--- src/rtl/math_round_ctrl.sv ---
// math_round_ctrl: LFSR-driven operand sequencer for the math game; grades answers
// against the external adder's sum and tracks round count and score.
module math_round_ctrl #(
    parameter int ROUNDS  = 8,
    parameter int TIMEOUT = 1000
) (
    input  logic       clk,
    input  logic       rst,
    input  logic       start,
    input  logic [7:0] seed,
    input  logic       submit,
    input  logic [3:0] answer,
    input  logic [3:0] sum,
    output logic [3:0] first,
    output logic [3:0] second,
    output logic       correct,
    output logic       wrong,
    output logic       timed_out,
    output logic [3:0] score,
    output logic [3:0] round,
    output logic       busy,
    output logic       done
);
    localparam logic [2:0] S_IDLE  = 3'd0;
    localparam logic [2:0] S_LOAD  = 3'd1;
    localparam logic [2:0] S_WAIT  = 3'd2;
    localparam logic [2:0] S_CHECK = 3'd3;
    localparam logic [2:0] S_DONE  = 3'd4;
    localparam logic [15:0] TO_LAST = 16'(TIMEOUT - 1);
    localparam logic [3:0]  RND     = 4'(ROUNDS);

    logic [2:0]  r_state;
    logic [7:0]  r_lfsr;
    logic [15:0] r_timer;
    logic [3:0]  r_ans;
    logic        r_to;
    logic        w_pass;
    logic [3:0]  w_round_nx;
    logic [7:0]  w_seed;
    logic [7:0]  w_lfsr_nx;

    // A zero seed would lock the LFSR, so it is replaced by 1.
    assign w_seed     = (seed == 8'h00) ? 8'h01 : seed;
    assign w_lfsr_nx  = {r_lfsr[6:0], r_lfsr[7] ^ r_lfsr[5] ^ r_lfsr[4] ^ r_lfsr[3]};
    assign w_pass     = !r_to && (r_ans == sum);
    assign w_round_nx = round + 4'd1;
    assign busy       = (r_state == S_LOAD) || (r_state == S_WAIT) || (r_state == S_CHECK);
    assign done       = (r_state == S_DONE);

    always_ff @(posedge clk or posedge rst) begin
        if (rst) begin
            r_state   <= S_IDLE;
            r_lfsr    <= 8'h01;
            r_timer   <= 16'd0;
            r_ans     <= 4'd0;
            r_to      <= 1'b0;
            first     <= 4'd0;
            second    <= 4'd0;
            correct   <= 1'b0;
            wrong     <= 1'b0;
            timed_out <= 1'b0;
            score     <= 4'd0;
            round     <= 4'd0;
        end else begin
            correct   <= 1'b0;
            wrong     <= 1'b0;
            timed_out <= 1'b0;
            case (r_state)
                S_IDLE, S_DONE: if (start) begin
                    r_lfsr  <= w_seed;
                    score   <= 4'd0;
                    round   <= 4'd0;
                    r_state <= S_LOAD;
                end
                S_LOAD: begin
                    first   <= r_lfsr[7:4];
                    second  <= r_lfsr[3:0];
                    r_lfsr  <= w_lfsr_nx;
                    r_timer <= 16'd0;
                    r_to    <= 1'b0;
                    r_state <= S_WAIT;
                end
                S_WAIT: if (submit) begin
                    r_ans   <= answer;
                    r_state <= S_CHECK;
                end else if (r_timer == TO_LAST) begin
                    r_to    <= 1'b1;
                    r_state <= S_CHECK;
                end else begin
                    r_timer <= r_timer + 16'd1;
                end
                S_CHECK: begin
                    correct   <= w_pass;
                    wrong     <= !w_pass;
                    timed_out <= r_to;
                    if (w_pass) score <= score + 4'd1;
                    round   <= w_round_nx;
                    r_state <= (w_round_nx == RND) ? S_DONE : S_LOAD;
                end
                default: r_state <= S_IDLE;
            endcase
        end
    end
endmodule

--- config.mk ---
export PLATFORM = sky130hd
export DESIGN_NAME = math_round_ctrl
export DESIGN_NICKNAME = d
export VERILOG_FILES = /design/src/rtl/math_round_ctrl.sv
export SDC_FILE = /design/constraint.sdc
export NUM_CORES = 1
export LEC_CHECK = 0
export CORE_MARGIN = 5
export CORE_UTILIZATION = 50
export CTS_BUF_LIST = sky130_fd_sc_hd__clkbuf_4
export DETAILED_ROUTE_END_ITERATION = 7
export PLACE_DENSITY = 0.75
export SLEW_MARGIN = 20
export SYNTH_ARGS = -nofsm -noshare
export SYNTH_HDL_FRONTEND = slang
export SYNTH_SLANG_ARGS = --single-unit
--- constraint.sdc ---
create_clock -name clk -period 3 [get_ports clk]
set_input_delay 0.3 -clock clk [delete_from_list [all_inputs] [get_ports clk]]
set_output_delay 0.3 -clock clk [all_outputs]
set_load 0.01 [all_outputs]
==> results.json <==
{
  "critPathMaxStageDelay_ps": 610,
  "cts_tree": "yes",
  "final_core_util": 0.626,
  "combinational_family_with_the_most_area_after_synthesis": "simple AND/OR/NAND/NOR gates",
  "most_common_library_cell_in_the_layout_ignoring_fill_and_taps": "dfrtp_1",
  "grt_start_max_net_pins": 35,
  "totalNegativeSetupSlack_ps": 0,
  "finalSetupViolations": 0,
  "leak_pwr_nw": 1.37,
  "post-route-min-period_ps": 2270,
  "diodes": 0,
  "fmaxAchievable_mhz": 440,
  "clk_pin_slew_ps": 140,
  "die_height_um": 80.6,
  "cells_traversed_along_the_worst_timing_path": "or4b_4 > a2111o_1 > or4_1 > a21oi_1",
  "power_per_cell_area_nw_per_um2": 800,
  "cts-resized-gates": 0,
  "detail_route.drc_violations": 0,
  "synthAdderAreaFrac": 0.0151,
  "postRouteWirelength_um": 4900,
  "crit_path_top_delay_cell": "or4b_4",
  "worst_clock_skew_ps": 4.53,
  "ioPinCount": 41,
  "cts-root-to-sink-buffers": 2,
  "arrival_ps": 2570,
  "main_flop_type_after_synthesis": "dfrtp_1",
  "die_area_um2": 6490,
  "postRouteAntennaNets": 0,
  "num-nets-final": 319,
  "layout.cells.non_filler": 364,
  "period_share": 0.758,
  "grt_pass1_vias": 1881,
  "initialDrtViolationCount": 97,
  "grt_setup_unrepaired": "no",
  "edff_count_synth": 0,
  "timing_worst_setup_path_type": "reg -> reg",
  "final_max_slew_viol_count": 0,
  "die_w_um": 80.6,
  "clock-root-buffer": "clkbuf_4",
  "cts-buffers-inserted": 5,
  "tritoncts_num_sinks": 51,
  "layout_common_cells": "50 x dfrtp_1, 48 x nand2_1, 40 x clkdlybuf4s50_1",
  "sum_of_net_half_perimeters_after_detailed_placement_um": 3490,
  "gp_routability_congestion": 0.791,
  "syn_area_um2": 2490,
  "synthesis.area_per_instance_um2": 9.72,
  "ctsHoldBuffers": 0,
  "synth_nets": 279,
  "worst-slew-pin-transition_ps": 611,
  "timing.critical_path.to_type": "register",
  "route.detailed.vias_per_inst": 5.43,
  "io_buffer_count": 40,
  "netlist_instances": 256,
  "timing.max_cap.violations": 0,
  "post_cts_buffers": 0,
  "ys_seq_elements": 51,
  "detail_route.first_pass.iterations": 5,
  "area_growth_pct": 20.5,
  "synthMuxAreaShare": 0.0513,
  "grt_first_pass_wirelength_um": 8520,
  "grt_antenna_before_repair": 0,
  "htree_levels": 2,
  "finalHoldViolCount": 0,
  "highest_ir_drop_seen_on_vdd_uv": 416,
  "synth-seq-area-share": 0.513,
  "crit_path_start_kind": "register",
  "clk_latency_ps": 360,
  "layout-drive-gt1-share": 0.0875,
  "place_inst": 356,
  "fraction_of_the_mapped_netlist_area_in_compound_gates": 0.119,
  "vias": 1975,
  "grt_overflow_total": 0,
  "initial_utilization": 0.520,
  "min_path_type": "in -> async",
  "worst_slew_margin_rel": 0.589,
  "ys_types": 48,
  "worstPathMaxFanout": 10,
  "grt_use_total": 0.169,
  "post_synthesis_simple_gate_area_fraction": 0.220,
  "row_count": 25,
  "core_area_um2": 4790,
  "fin_worst_hold_slack_ps": 203,
  "crit_required_ps": 3300,
  "outcome": "finished, final reports clean",
  "synthArstFlopShare": 1.00,
  "synthXorXnorAreaFrac": 0.0387,
  "ys_warn_count": 0,
  "wire_per_inst_um": 13.5
}
==> final timing paths <==
kind	slack [ps]	to	cells after the start	startpoint
worst max-delay path	730	r_timer[15]	4	r_state[0]
worst min-delay path	200	second[2]	2	rst
worst max register to register	730	r_timer[15]	4	r_state[0]
worst min register to register	490	first[3]	2	first[3]
max in group asynchronous	2020	r_lfsr[0]	3	rst
min in group clk	490	first[3]	2	first[3]
==> power breakdown <==
group          internal (mW)  total (mW)  switching [mW]
combinational          0.488        1.01           0.523
clock                 0.0977       0.306           0.208
sequential             0.897        1.08           0.185
==> per-stage QoR <==
stage	total power, mW	worst slack, ps	instance area [um2]
floorplan	1.76	864	2490
global placement	2.08	572	2940
detailed placement	2.11	545	2940
CTS	2.42	731	3000
global route	2.60	615	3000
finish	2.40	726	3000
==> synth_stat cells, types with 2 or more instances <==
master    instances  area share
a22oi_1           5       0.015
inv_1            11       0.017
clkbuf_1          7       0.011
mux2_2            6       0.027
nor2_1           16       0.024
nand2_1          48       0.072
ha_1              3       0.015
a31oi_1           2      0.0050
nor3b_1           3      0.0090
xor2_1            7       0.025
nand3_1           7       0.014
or4_1             4       0.012
or2_2             2      0.0050
nor4_1            2      0.0050
a21oi_1          12       0.024
o22ai_1           2      0.0050
and3_1            2      0.0050
dfrtp_1          50        0.50
nand4_1           4       0.010
buf_4             2      0.0060
buf_6             2      0.0090
or3_1             8       0.020
nand2b_1          2      0.0050
mux2i_1           6       0.024
xnor2_1           4       0.014
o21ai_0          16       0.032
nor4b_1           2      0.0070
==> critical path: cells and delay by family (launching register included) <==
family | cells | cell delay, ps
simple gates | 2 | 1040
compound gates | 2 | 680
flops | 1 | 490
==> routing by layer <==
layer / vias up / track usage / wire [um]
li1: 971 / - / -
met1: 952 / 0.213 / 2270
met2: 45 / 0.283 / 2360
met3: 7 / 0.0437 / 211
met4: 0 / 0.0541 / 60
met5: - / 0 / 0
==> registers in the layout, summed over array words and instances (netlist names), 3 cells and up <==
signal   flops
first        4
round        4
r_lfsr       8
r_state      3
score        4
r_timer     16
r_ans        4
second       4
==> final cells by class <==
type                    instances  area (um2)
fillers                       413        1790
flip-flops and latches         51        1280
multi-input cells             183        1110
repair buffers                 44         430
well taps                      67        83.8
clock buffers                   6        45.0
inverters                      11        41.3
clock inverters                 2        8.76
==> logic make-up after synthesis <==
group                    after synthesis
multiplexers                          12
AND/OR/NAND/NOR                      109
adder cells (fa/ha/maj)                3
XOR/XNOR                              11
flip-flops                            51
AO/OA/AOI/OAI                         48
buffers and inverters                 22
Power figures use the tool's default switching activity.
